File: config.mk
export PLATFORM = sky130hd
export DESIGN_NAME = branch_cond_unit
export DESIGN_NICKNAME = d
export VERILOG_FILES = /design/src/rtl/branch_cond_pkg.sv /design/src/rtl/branch_cond_unit_cond_eval.sv /design/src/rtl/branch_cond_unit.sv
export SDC_FILE = /design/constraint.sdc
export NUM_CORES = 1
export LEC_CHECK = 0
export ABC_CLOCK_PERIOD_IN_PS = 5000
export CORE_MARGIN = 10
export CORE_UTILIZATION = 49
export CTS_CLUSTER_DIAMETER = 80
export CTS_CLUSTER_SIZE = 28
export DETAILED_ROUTE_END_ITERATION = 6
export PLACE_DENSITY_LB_ADDON = 0.3
export SYNTH_ARGS = -nofsm -noshare
export SYNTH_HDL_FRONTEND = slang
export SYNTH_HIERARCHICAL = 1
export SYNTH_SLANG_ARGS = --single-unit
File: constraint.sdc
create_clock -name clk -period 5 [get_ports clk]
set_input_delay 0.75 -clock clk [delete_from_list [all_inputs] [get_ports clk]]
set_output_delay 0.75 -clock clk [all_outputs]
set_load 0.05 [all_outputs]
File: src/rtl/branch_cond_pkg.sv
// Shared definitions for branch_cond_unit: condition code encodings and flag bit positions.
// Also lists the condition codes of the optional loop counter (LOOP_CNT_EN).
package branch_cond_pkg;

    localparam int unsigned COND_BITS = 5;

    // Register/register compares
    localparam logic [4:0] COND_GTU  = 5'b00000;
    localparam logic [4:0] COND_LTU  = 5'b00001;
    localparam logic [4:0] COND_EQ   = 5'b00010;
    localparam logic [4:0] COND_NE   = 5'b00011;
    localparam logic [4:0] COND_EQZ  = 5'b00100;
    localparam logic [4:0] COND_NEG  = 5'b00101;
    localparam logic [4:0] COND_GTS  = 5'b00110;
    localparam logic [4:0] COND_LTS  = 5'b00111;

    // Register/immediate compares
    localparam logic [4:0] COND_GTUI = 5'b01000;
    localparam logic [4:0] COND_LTUI = 5'b01001;
    localparam logic [4:0] COND_EQI  = 5'b01010;
    localparam logic [4:0] COND_NEI  = 5'b01011;
    localparam logic [4:0] COND_GTSI = 5'b01110;
    localparam logic [4:0] COND_LTSI = 5'b01111;

    // Flags register: compare now, branch later
    localparam logic [4:0] COND_CMPF = 5'b10000;
    localparam logic [4:0] COND_JZF  = 5'b10001;
    localparam logic [4:0] COND_JNF  = 5'b10010;
    localparam logic [4:0] COND_JCF  = 5'b10011;
    localparam logic [4:0] COND_JVF  = 5'b10100;

    // Hardware loop counter and unconditional jump
    localparam logic [4:0] COND_LDC  = 5'b11000;
    localparam logic [4:0] COND_DJNZ = 5'b11001;
    localparam logic [4:0] COND_JMP  = 5'b11111;

    localparam int unsigned FLAG_Z = 0;
    localparam int unsigned FLAG_N = 1;
    localparam int unsigned FLAG_C = 2;
    localparam int unsigned FLAG_V = 3;

endpackage

File: src/rtl/branch_cond_unit_cond_eval.sv
// Combinational condition evaluation: jump decision for every code except DJNZ,
// plus the {V,C,N,Z} value a CMPF would write (rd - rs, WIDTH+1 bits).
module cond_eval
    import branch_cond_pkg::*;
#(
    parameter int WIDTH = 16
) (
    input  logic [4:0]       cond,
    input  logic [WIDTH-1:0] rd,
    input  logic [WIDTH-1:0] rs,
    input  logic [WIDTH-1:0] imm,
    input  logic [3:0]       flags,
    output logic             jump,
    output logic [3:0]       cmp_flags
);

    logic [WIDTH:0] diff;

    always_comb begin
        diff = {1'b0, rd} - {1'b0, rs};
        cmp_flags         = 4'b0000;
        cmp_flags[FLAG_Z] = (diff[WIDTH-1:0] == '0);
        cmp_flags[FLAG_N] = diff[WIDTH-1];
        cmp_flags[FLAG_C] = diff[WIDTH];
        // Overflow only when operand signs differ and the result sign leaves rd's
        cmp_flags[FLAG_V] = (rd[WIDTH-1] != rs[WIDTH-1]) && (diff[WIDTH-1] != rd[WIDTH-1]);
    end

    always_comb begin
        jump = 1'b0;
        case (cond)
            COND_GTU:  jump = rd > rs;
            COND_LTU:  jump = rd < rs;
            COND_EQ:   jump = rd == rs;
            COND_NE:   jump = rd != rs;
            COND_EQZ:  jump = rd == '0;
            COND_NEG:  jump = rd[WIDTH-1];
            COND_GTS:  jump = $signed(rd) > $signed(rs);
            COND_LTS:  jump = $signed(rd) < $signed(rs);
            COND_GTUI: jump = rd > imm;
            COND_LTUI: jump = rd < imm;
            COND_EQI:  jump = rd == imm;
            COND_NEI:  jump = rd != imm;
            COND_GTSI: jump = $signed(rd) > $signed(imm);
            COND_LTSI: jump = $signed(rd) < $signed(imm);
            COND_JZF:  jump = flags[FLAG_Z];
            COND_JNF:  jump = flags[FLAG_N];
            COND_JCF:  jump = flags[FLAG_C];
            COND_JVF:  jump = flags[FLAG_V];
            COND_JMP:  jump = 1'b1;
            default:   jump = 1'b0;
        endcase
    end

endmodule

File: src/rtl/branch_cond_unit.sv
// Registered branch decision unit with flags register and hardware loop counter.
// Define LOOP_CNT_EN to build the loop counter (LDC / DJNZ); otherwise loop_cnt is tied to 0.
module branch_cond_unit
    import branch_cond_pkg::*;
#(
    parameter int WIDTH  = 16,
    parameter int COND_W = 5
) (
    input  logic              clk,
    input  logic              reset,
    input  logic              in_valid,
    output logic              in_ready,
    input  logic [COND_W-1:0] cond,
    input  logic [WIDTH-1:0]  rd_data,
    input  logic [WIDTH-1:0]  rs_data,
    input  logic [WIDTH-1:0]  imm,
    output logic              out_valid,
    input  logic              out_ready,
    output logic              jump,
    output logic [3:0]        flags,
    output logic [WIDTH-1:0]  loop_cnt
);

    logic       accept;
    logic       eval_jump;
    logic       next_jump;
    logic [3:0] cmp_flags;

    // Handshake: a request is accepted when in_valid && in_ready; in_ready is high
    // whenever the output slot is empty or is being retired this cycle, so a held
    // result stays stable until out_ready and back-to-back requests flow 1/cycle.
    assign in_ready = !out_valid || out_ready;
    assign accept   = in_valid && in_ready;

    cond_eval #(.WIDTH(WIDTH)) u_cond_eval (
        .cond      (cond[COND_BITS-1:0]),
        .rd        (rd_data),
        .rs        (rs_data),
        .imm       (imm),
        .flags     (flags),
        .jump      (eval_jump),
        .cmp_flags (cmp_flags)
    );

`ifdef LOOP_CNT_EN
    logic [WIDTH-1:0] cnt_q;
    logic [WIDTH-1:0] cnt_dec;

    assign cnt_dec   = cnt_q - WIDTH'(1);
    // DJNZ branches only if the decremented count is still non-zero; 0 never wraps
    assign next_jump = (cond == COND_DJNZ) ? ((cnt_q != '0) && (cnt_dec != '0)) : eval_jump;
    assign loop_cnt  = cnt_q;

    always_ff @(posedge clk) begin
        if (reset) begin
            cnt_q <= '0;
        end else if (accept) begin
            if (cond == COND_LDC) begin
                cnt_q <= rd_data;
            end else if ((cond == COND_DJNZ) && (cnt_q != '0)) begin
                cnt_q <= cnt_dec;
            end
        end
    end
`else
    assign next_jump = eval_jump;
    assign loop_cnt  = '0;
`endif

    always_ff @(posedge clk) begin
        if (reset) begin
            out_valid <= 1'b0;
            jump      <= 1'b0;
            flags     <= 4'b0000;
        end else begin
            if (accept) begin
                out_valid <= 1'b1;
                jump      <= next_jump;
            end else if (out_ready) begin
                out_valid <= 1'b0;
            end
            if (accept && (cond == COND_CMPF)) begin
                flags <= cmp_flags;
            end
        end
    end

endmodule

==> flow_results.xml <==
<?xml version="1.0" encoding="UTF-8"?>
<metrics>
  <group name="critical_path">
    <metric name="cp_num_cells" unit="">11</metric>
    <metric name="path_delay_family" unit="">simple AND/OR/NAND/NOR gates</metric>
    <metric name="crit_path_start_kind" unit="">primary input</metric>
    <metric name="worstPathCellList" unit="">clkdlybuf4s50_1 &gt; ha_1 &gt; nand4_1 &gt; or3_1 &gt; nor4_2 &gt; mux2i_1 &gt; xnor2_1 &gt; a31oi_1 &gt; o2111ai_1 &gt; nand3_1 &gt; a21oi_1</metric>
    <metric name="crit-reg2reg-capture" unit="">jump$_SDFFE_PP0P_</metric>
    <metric name="worstSetupPathType" unit="">in2reg</metric>
    <metric name="r2r_cells" unit="">9</metric>
    <metric name="reg2reg_from" unit="">flags[0]$_SDFFE_PP0P_</metric>
    <metric name="cp_data_arrival_time" unit="ns">3.47</metric>
    <metric name="crit_path_max_fo" unit="">8</metric>
    <metric name="timing.critical_path.to_type" unit="">flop</metric>
    <metric name="worstSetupStartpoint" unit="">rd_data[12]</metric>
    <metric name="critPathSlowestCell" unit="">clkdlybuf4s50_1</metric>
    <metric name="timing.critical_path.buf_inv" unit="">1</metric>
    <metric name="worst_ep_required_time" unit="ns">5.10</metric>
    <metric name="r2r_setup_slack" unit="ns">3.57</metric>
    <metric name="crit_path_max_incr_delay" unit="ns">0.49</metric>
  </group>
  <group name="clock_tree">
    <metric name="cts_repair_resize_count" unit="">0</metric>
    <metric name="worst_skew_pair.late_latency" unit="ns">0.23</metric>
    <metric name="clock_tree_from_tritoncts" unit="">built</metric>
    <metric name="clock_sinks" unit="">6</metric>
    <metric name="number_of_buffers_created_by_cts" unit="">3</metric>
    <metric name="postCtsSetupRepairBufs" unit="">0</metric>
    <metric name="root_buffer" unit="">clkbuf_8</metric>
    <metric name="clk_transition_reported_paths" unit="ns">0.04</metric>
    <metric name="cts_max_level" unit="">1</metric>
    <metric name="cts-root-to-sink-buffers" unit="">2</metric>
    <metric name="holdBufCountCts" unit="">0</metric>
  </group>
  <group name="synthesis">
    <metric name="ys_types" unit="">58</metric>
    <metric name="synthMostInstantiatedCell" unit="">inv_1</metric>
    <metric name="async_flop_share" unit="%">0</metric>
    <metric name="area_share_of_the_largest_cell_type_after_synthesis" unit="%">19.5</metric>
    <metric name="synth_commonest_cells" unit="">inv_1 (41), ha_1 (32), a21oi_1 (19)</metric>
    <metric name="synthesis.area" unit="sq um">2050</metric>
    <metric name="synth_warn" unit="">6</metric>
    <metric name="synth.yosys.seq_area_share" unit="%">5.85</metric>
    <metric name="netlist_top_cells_area" unit="">ha_1 (20%), inv_1 (7.5%), dfxtp_1 (5.9%), buf_4 (5.9%), a21oi_1 (4.6%)</metric>
    <metric name="synth.ff_latch_count" unit="">6</metric>
    <metric name="synth_enable_flop_cells" unit="">0</metric>
    <metric name="synthesis.instances" unit="">285</metric>
    <metric name="synth_ff_type" unit="">dfxtp_1</metric>
    <metric name="yosysTopAreaCell" unit="">ha_1</metric>
    <metric name="synth.avg_cell_area" unit="sq um">7.20</metric>
  </group>
  <group name="floorplan">
    <metric name="die_h" unit="um">84.7</metric>
    <metric name="die-area" unit="sq um">7180</metric>
    <metric name="num_rows" unit="">23</metric>
    <metric name="die_w" unit="um">84.7</metric>
    <metric name="core" unit="sq um">4030</metric>
    <metric name="num_io_pins" unit="">80</metric>
    <metric name="starting_density_of_the_core" unit="%">51.0</metric>
  </group>
  <group name="global_route">
    <metric name="grt_pass1_wl" unit="mm">9.99</metric>
    <metric name="grt_max_degree" unit="">15</metric>
    <metric name="first_global_vias" unit="">2216</metric>
    <metric name="grt_remaining_overflow" unit="">0</metric>
    <metric name="grtUsageTotal" unit="%">15.8</metric>
    <metric name="globalRoute.busiestLayer" unit="">met2</metric>
    <metric name="groute.layer.met2.usage" unit="%">29.4</metric>
    <metric name="grt.met1_usage" unit="%">17.9</metric>
    <metric name="number_of_antenna_violations_at_the_first_check_in_global_routing" unit="">0</metric>
    <metric name="grt_util_met3" unit="%">3.67</metric>
  </group>
  <group name="sta">
    <metric name="grt_setup_unrepaired" unit="">false</metric>
    <metric name="final_min_period_over_clock_period" unit="%">67.4</metric>
    <metric name="finalSetupViolCount" unit="">0</metric>
    <metric name="setup_total_negative_slack" unit="ns">0</metric>
    <metric name="hold_violations" unit="">0</metric>
    <metric name="tightestPinTransition" unit="ns">0.522</metric>
    <metric name="fin_worst_skew" unit="ns">0.00128</metric>
    <metric name="final_max_slew_viols" unit="">0</metric>
    <metric name="fmaxAchievable" unit="GHz">0.297</metric>
    <metric name="timing.slew.headroom" unit="%">65.0</metric>
    <metric name="layout_min_cycle_time" unit="ns">3.37</metric>
  </group>
  <group name="finish">
    <metric name="number_of_antenna_cells_inserted" unit="">0</metric>
    <metric name="post-route-cell-area" unit="sq um">2700</metric>
    <metric name="syn2layout_area_growth" unit="%">31.6</metric>
    <metric name="finalNetCount" unit="">438</metric>
    <metric name="layout-drive-gt1-share" unit="%">3.47</metric>
    <metric name="final-instance-count-excl-fill" unit="">396</metric>
  </group>
  <group name="power_and_ir_drop">
    <metric name="power" unit="uW">381</metric>
    <metric name="peakVddDrop" unit="uV">88.5</metric>
    <metric name="power_leakage" unit="uW">0.00117</metric>
    <metric name="power_density" unit="nW/um^2">141</metric>
  </group>
  <group name="min_path">
    <metric name="hp-class" unit="">reg2reg</metric>
    <metric name="worst_hold_path.endpoint" unit="">jump$_SDFFE_PP0P_</metric>
    <metric name="min_path_cells" unit="">2</metric>
    <metric name="worstHoldStart" unit="">jump$_SDFFE_PP0P_</metric>
  </group>
  <group name="drt">
    <metric name="route.detailed.drc" unit="">0</metric>
    <metric name="via_per_inst" unit="">5.55</metric>
    <metric name="antenna_violating_nets_post_route" unit="">0</metric>
    <metric name="drt-wirelength-per-cell" unit="um">15.0</metric>
    <metric name="dr.pass1.iters" unit="">4</metric>
    <metric name="drtIter0Drc" unit="">81</metric>
    <metric name="via_count" unit="">2199</metric>
    <metric name="routed_wirelength" unit="mm">5.94</metric>
  </group>
  <group name="placement">
    <metric name="place.port_buffers" unit="">63</metric>
    <metric name="gp_congestion" unit="">0.863</metric>
    <metric name="dp.final_hpwl" unit="mm">5.17</metric>
    <metric name="placement_cell_area" unit="sq um">2660</metric>
    <metric name="place.detailed.instances" unit="">393</metric>
  </group>
  <group name="run">
    <metric name="maxCapViolCount" unit="">0</metric>
  </group>
  <group name="run_status">
    <metric name="outcome" unit="">completed</metric>
  </group>
</metrics>
==> metal layers <==
layer | part of all wire, % | wire, um
met1 | 44 | 2590
met2 | 50 | 2960
met3 | 6.0 | 355
met4 | 0.52 | 31
met5 | 0 | 0
==> sequential cells by signal (all words and copies together), names as in the netlist <==
register   cells
flags          4
out_valid      1
jump           1
==> cells in the final DEF (no fill, tap or decap), types with 2 or more instances in the layout <==
master,netlist,layout
clkdlybuf4s50_1,0,63
inv_1,41,41
ha_1,32,32
a21oi_1,19,19
nand2_1,17,17
o21ai_0,16,16
conb_1,1,16
nor2_1,14,14
nand2b_1,13,13
nor4_1,11,11
mux2i_1,8,8
nand3_1,7,7
dfxtp_1,6,6
nand4_1,6,6
o211ai_1,6,6
nor2b_1,5,5
or3_1,4,4
a21o_1,4,4
xnor2_1,4,4
nor3_1,4,4
o2111ai_1,4,4
o21a_1,4,4
clkbuf_8,0,3
nor4b_1,3,3
a21boi_0,3,3
a31oi_1,2,2
nor3b_1,2,2
==> cell type report <==
type | count | area [sq um]
multi-input cells | 233 | 1690
fillers | 381 | 1330
inverters | 41 | 154
repair buffers | 63 | 631
well taps | 50 | 62.6
clock buffers | 3 | 41.3
flip-flops and latches | 6 | 120
==> worst reg2reg max path, stage by stage, from the launching register on <==
cell and delay (ns):
dfxtp_1 0.32, nand3b_1 0.08, o21ai_0 0.10, a32oi_1 0.15
o21ai_0 0.12, o2bb2ai_1 0.13, a31oi_1 0.13, o2111ai_1 0.13
nand3_1 0.10, a21oi_1 0.06
==> through the flow <==
stage	hold WS [ns]	setup slack (ns)	utilization [%]
after global routing	0.506	1.41	67.0
after CTS	0.479	1.64	67.0
after floorplan	0.700	2.14	-
final	0.480	1.63	67.0
after detailed placement	0.474	1.40	66.0
after global placement	0.474	1.48	66.0
==> worst max path at each step <==
stage                        endpoint  slack [ns]
floorplan           jump$_SDFFE_PP0P_        2.14
global placement    jump$_SDFFE_PP0P_        1.48
detailed placement  jump$_SDFFE_PP0P_        1.40
CTS                 jump$_SDFFE_PP0P_        1.64
global route        jump$_SDFFE_PP0P_        1.41
finish              jump$_SDFFE_PP0P_        1.63
==> report_power, final <==
part | total [uW] | internal, uW | switching (uW) | leakage, uW
Sequential | 49.8 | 49.3 | 0.521 | 0.0000487
Clock | 74.5 | 51.9 | 22.6 | 0.0000216
Combinational | 257 | 113 | 143 | 0.00110
==> kinds of logic (layout without fill, tap and decap cells) <==
group                    after synthesis  after routing  share of synthesized area (%)
AO/OA/AOI/OAI                         75             75                           25.4
XOR/XNOR                               5              5                           2.13
adder cells (fa/ha/maj)               33             33                           20.5
buffers and inverters                 61            107                           14.4
flip-flops                             6              6                           5.85
multiplexers                           9              9                           4.45
other                                  1             16                          0.183
AND/OR/NAND/NOR                       95             95                           27.1
Power figures use the tool's default switching activity.
==> edit 1, RTL diff (same settings) <==
Set the parameter `COND_W` to 10 (it was 5).
--- a/src/rtl/branch_cond_unit.sv
+++ b/src/rtl/branch_cond_unit.sv
@@ -4,7 +4,7 @@
     import branch_cond_pkg::*;
 #(
     parameter int WIDTH  = 16,
-    parameter int COND_W = 5
+    parameter int COND_W = 10
 ) (
     input  logic              clk,
     input  logic              reset,
Ports: changed (resized cond); port bits go from 80 to 85. The function was not compared with the original's and may differ.
==> edit 1 against the unedited design <==
  * Global-route usage is 0.45 points higher
  * Power hardly changed
  * Wire length is 3.0% higher
  * Final cell count up 1.8%
  * Setup slack got worse by 0.050 ns
  * Area after synthesis up 0.73%
  * Sequential cell count did not move
  * Cell area rose by 2.4%
  * Sequential share of layout area down 0.10 points
  * Via count is 2.6% higher
  * Maximum frequency decreased by 1.5%
  * Die area grew 0.57%
  * Critical path type unchanged
  * Critical endpoint unchanged
  * Largest cell class unchanged
  * Largest power group unchanged
==> edit 1: results (changes against the unedited design) <==
result_of_the_run: "completed"
yosysWarningCount: 6  # unchanged
regToRegSetupSlack_ns: 3.43  # -0.14 ns
antenna_found_initial: 0  # unchanged
power_leakage_nw: 1.206  # +2.7%
grt_util_met3: 0.02677  # -0.009946
wl_met3_um: 372  # +4.8%
hold_path_startpoint: "jump"
combinationalPower_mw: 0.259
yosys-top-cells-area: "sky130_fd_sc_hd__ha_1, sky130_fd_sc_hd__inv_1, sky130_fd_sc_hd__dfxtp_1"
final_wirelength_um: 6113  # +3.0%
synth_common_cells: "sky130_fd_sc_hd__inv_1, sky130_fd_sc_hd__ha_1, sky130_fd_sc_hd__a21oi_1"
cp_data_arrival_time_ns: 3.51  # +0.04 ns
irDropWorstVdd_v: 0.00006186  # -30%
gp_congestion: 0.8700  # +0.85%
grt_start_max_net_pins: 15  # unchanged
syn-instance-count: 287  # +0.70%
hold_worst_slack_ns: 0.4756  # -0.004307 ns
power_frac_clock: 0.188  # -0.008
post-dp-hpwl_um: 5331  # +3.1%
post_synth_num_cell_types: 57  # -1.7%
cap_violations: 0  # unchanged
critical_path.slowest_cell: "sky130_fd_sc_hd__clkdlybuf4s50_1"
worstHoldPathCells: 2  # unchanged
worst_reg2reg_endpoint: "jump"
routed_via_density: 5.598  # +0.81%
placed_area_um2: 2725  # +2.4%
critPathMaxFanout: 8  # unchanged
wire_length_of_the_first_global_routing_pass_um: 10230  # +2.4%
place_inst: 400  # +1.8%
post-route-period-util: 0.6835  # +0.009990
cts_post_setup_buffers_inserted: 0  # unchanged
cts_buffers: 3  # unchanged
wl_per_cell_um: 15.17  # +1.2%
worstMarginPinSlew_ns: 0.5364  # +0.01482 ns
grt_use_total: 0.1622  # +0.004509
synth_sequential_area_ratio: 0.05808  # -0.0004247
port_buffers: 68  # +7.9%
grt_pass1_vias: 2269  # +2.4%
grt_util_met1: 0.1819  # +0.002486
detailroute.wirelength.met2_um: 3166  # +7.0%
setup_viol_count_final: 0  # unchanged
largest_registers: "flags (4), jump (1), out_valid (1)"
cpLargestDelayFamily: "simple AND/OR/NAND/NOR gates"
post_route_cells_drive_above_1_share: 0.03966  # +0.004978
first_iter_violations: 103  # +27%
post_route_met1_wirelength_um: 2524  # -2.5%
gr-usage-met2: 0.3065  # +0.01279
timing.clock.skew_ns: 0.002630  # +0.001348 ns
dpl_worst_slack_ns: 1.371  # -0.02515 ns
cts-resized-gates: 0  # unchanged
cellInternalPower_mw: 0.2170  # +1.2%
clock_transition_time_at_the_flip_flop_clock_pins_of_the_worst_setup_and_hold_paths_ns: 0.04  # about the same
final.fill_count: 355  # -6.8%
final_nets: 450  # +2.7%
share_comb_of_total_power: 0.681  # +0.007
## edit 1: kinds of logic (layout without fill, tap and decap cells)
| group | count (synthesis) | count (layout) | share of synthesized area |
|---|---|---|---|
| simple gates | 99 | 99 | 0.2801 |
| compound gates | 74 | 74 | 0.2499 |
| buf+inv | 60 | 111 | 0.1416 |
| fa+ha+maj | 33 | 33 | 0.2033 |
| mux | 9 | 9 | 0.04416 |
| flops | 6 | 6 | 0.05808 |
| xor+xnor | 5 | 5 | 0.02117 |
| other cells | 1 | 16 | 0.001813 |
## edit 1: final cells by class
class	count	area, µm²	share of cell area
clock buffers	3	41.29	0.01493
multi-input cells	236	1712	0.6187
inverters	40	150.1	0.05427
repair buffers	68	680.7	0.2460
flip-flops and latches	6	120.1	0.04342
well taps	50	62.56	0.02261
## edit 1: worst max path at each step
stage | end | depth (start not counted)
final | jump | 11
after detailed placement | jump | 11
after CTS | jump | 11
after floorplan | jump | 11
after global placement | jump | 11
after global routing | jump | 11
==> edit 2, RTL diff (config.mk and constraints unchanged) <==
Without the edit above. Register the output `flags` once more, with the module's reset; this adds one clock of latency there. The other outputs are not delayed to match. Comments in the files are not updated.
--- a/src/rtl/branch_cond_unit.sv
+++ b/src/rtl/branch_cond_unit.sv
@@ -21,6 +21,8 @@
     output logic [WIDTH-1:0]  loop_cnt
 );
 
+    logic [3:0] flags_s0;
+
     logic       accept;
     logic       eval_jump;
     logic       next_jump;
@@ -37,7 +39,7 @@
         .rd        (rd_data),
         .rs        (rs_data),
         .imm       (imm),
-        .flags     (flags),
+        .flags     (flags_s0),
         .jump      (eval_jump),
         .cmp_flags (cmp_flags)
     );
@@ -71,7 +73,7 @@
         if (reset) begin
             out_valid <= 1'b0;
             jump      <= 1'b0;
-            flags     <= 4'b0000;
+            flags_s0  <= 4'b0000;
         end else begin
             if (accept) begin
                 out_valid <= 1'b1;
@@ -80,8 +82,16 @@
                 out_valid <= 1'b0;
             end
             if (accept && (cond == COND_CMPF)) begin
-                flags <= cmp_flags;
+                flags_s0 <= cmp_flags;
             end
+        end
+    end
+
+    always_ff @(posedge clk) begin
+        if (reset) begin
+            flags <= '0;
+        end else begin
+            flags <= flags_s0;
         end
     end
 
Formal check against the unedited RTL: not equivalent (a bounded check fails within 4 cycles, from zero or initial values and one cycle with reset high).
==> edit 2 against the unedited design <==
  * Power rose by 9.8%
  * Cell area rose by 3.1%
  * Wire length fell by 0.51%
  * Via count rose by 1.0%
  * Sequential cell count rose by 4
  * Worst hold slack improved by 0.0018 ns
  * Setup slack got worse by 0.11 ns
  * Final cell count rose by 1.0%
  * Area after synthesis rose by 4.0%
  * Critical path type unchanged
  * Largest power group unchanged
==> edit 2: results (changes against the unedited design) <==
post_route_cells_drive_above_1_share: 0.05429  # +0.01960
layout_min_cycle_time_ns: 3.474  # +0.1067 ns
clock_tree.root_cell: "sky130_fd_sc_hd__clkbuf_8"
final.fill_count: 360  # -5.5%
grt_pass1_vias: 2186  # -1.4%
post-dp-hpwl_um: 5191  # +0.44%
worstHoldPathType: "register to register"
timing.clock.skew_ns: 0.001882  # +0.0005999 ns
clock_latency_ns: 0.23  # about the same
grt_use_total: 0.1514  # -0.006230
cp_slowest_stage_delay_ns: 0.48
largest_registers: "flags (4), flags_s0 (4)"
cts_buffers: 3  # unchanged
ctsHtreeMaxLevel: 1  # unchanged
critPathMaxFanout: 5  # -3
yosys-top-cells-area: "sky130_fd_sc_hd__ha_1, sky130_fd_sc_hd__dfxtp_1, sky130_fd_sc_hd__inv_1"
final_nets: 442  # +0.91%
result_of_the_run: "completed"
clock_transition_time_at_the_flip_flop_clock_pins_of_the_worst_setup_and_hold_paths_ns: 0.05
holdBufCountCts: 0  # unchanged
clockBufferDepth: 2  # unchanged
port_buffers: 63  # unchanged
post_layout_nonfiller_instances: 400  # +1.0%
gp_congestion: 0.9045  # +4.8%
slew_headroom: 0.6661  # +0.01613
synth_common_cells: "sky130_fd_sc_hd__inv_1, sky130_fd_sc_hd__ha_1, sky130_fd_sc_hd__a21oi_1"
cp_data_arrival_time_ns: 3.60  # +0.13 ns
regToRegSetupSlack_ns: 3.51  # -0.06 ns
routed_via_density: 5.555  # about the same
cts_post_setup_buffers_inserted: 0  # unchanged
synth-main-ff-cell: "sky130_fd_sc_hd__dfxtp_1"
firstDrtPassIters: 4  # unchanged
grt_start_max_net_pins: 15  # unchanged
first_iter_violations: 78  # -3.7%
critical_path.slowest_cell: "sky130_fd_sc_hd__clkdlybuf4s50_1"
power_leakage_nw: 1.242  # +5.7%
synth_sequential_area_ratio: 0.09379  # +0.03529
insertedDiodeCount: 0  # unchanged
synth-async-reset-ratio: 0  # unchanged
wire_length_of_the_first_global_routing_pass_um: 9708  # -2.8%
cts-resized-gates: 0  # unchanged
syn_avg_cell_area_um2: 7.412  # +2.9%
yosysWarningCount: 6  # unchanged
cpLargestDelayFamily: "compound AO/OA/AOI/OAI gates"
dpl_worst_slack_ns: 1.290  # -0.1063 ns
final_wirelength_um: 5905  # -0.51%
irDropWorstVdd_v: 0.00007279  # -18%
antenna_found_initial: 0  # unchanged
post_synth_num_cell_types: 59  # +1.7%
edit 2: final timing paths:
check	startpoint	cells past startpoint	to
min	flags_s0[1]	1	flags[1]
min reg2reg	flags_s0[1]	1	flags[1]
max	rd_data[0]	13	flags_s0[0]
max reg2reg	flags_s0[0]	9	jump
edit 2: cell families (layout without fill, tap and decap cells):
kind of cell               Yosys count  in the layout  synth area share
xor gates and xnor gates             5              5           0.02051
AOI/OAI and AO/OA                   75             75            0.2468
muxes                                9              9           0.04513
and+or+nand+nor                     96             96            0.2597
adders and majority gates           33             33            0.1970
DFF                                 10             10           0.09379
other                                1             16          0.001757
buffers and inverters               59            106            0.1354
edit 2: where the power goes:
group	internal, mW	switching (mW)
clock network	0.0525	0.0296
logic	0.113	0.141
registers	0.0813	0.000657
total	0.247	0.171
edit 2: cell type report:
cell class	count	area [µm²]	share of cell area
Clock buffer	3	41.29	0.01482
Inverter	40	150.1	0.05388
Multi-Input combinational cell	234	1702	0.6107
Sequential cell	10	200.2	0.07185
Tap cell	50	62.56	0.02245
Timing Repair Buffer	63	630.6	0.2263
edit 2: stage by stage:
stage / cell area, µm² / hold slack, ns
2_1_floorplan: 2191 / 0.4501
3_3_place_gp: 2745 / 0.4673
3_5_place_dp: 2745 / 0.4758
4_1_cts: 2786 / 0.4821
5_1_grt: 2786 / 0.4956
6_report: 2786 / 0.4817
edit 2: layer usage:
metal | up-vias | wire length (µm) | part of all wire | GRT usage
met5 | - | 0 | 0 | 0
met4 | 0 | 42 | 0.0071 | 0.02695
met3 | 6 | 363 | 0.061 | 0.03595
met2 | 73 | 2893 | 0.49 | 0.2711
met1 | 996 | 2605 | 0.44 | 0.1782
li1 | 1147 | - | - | -
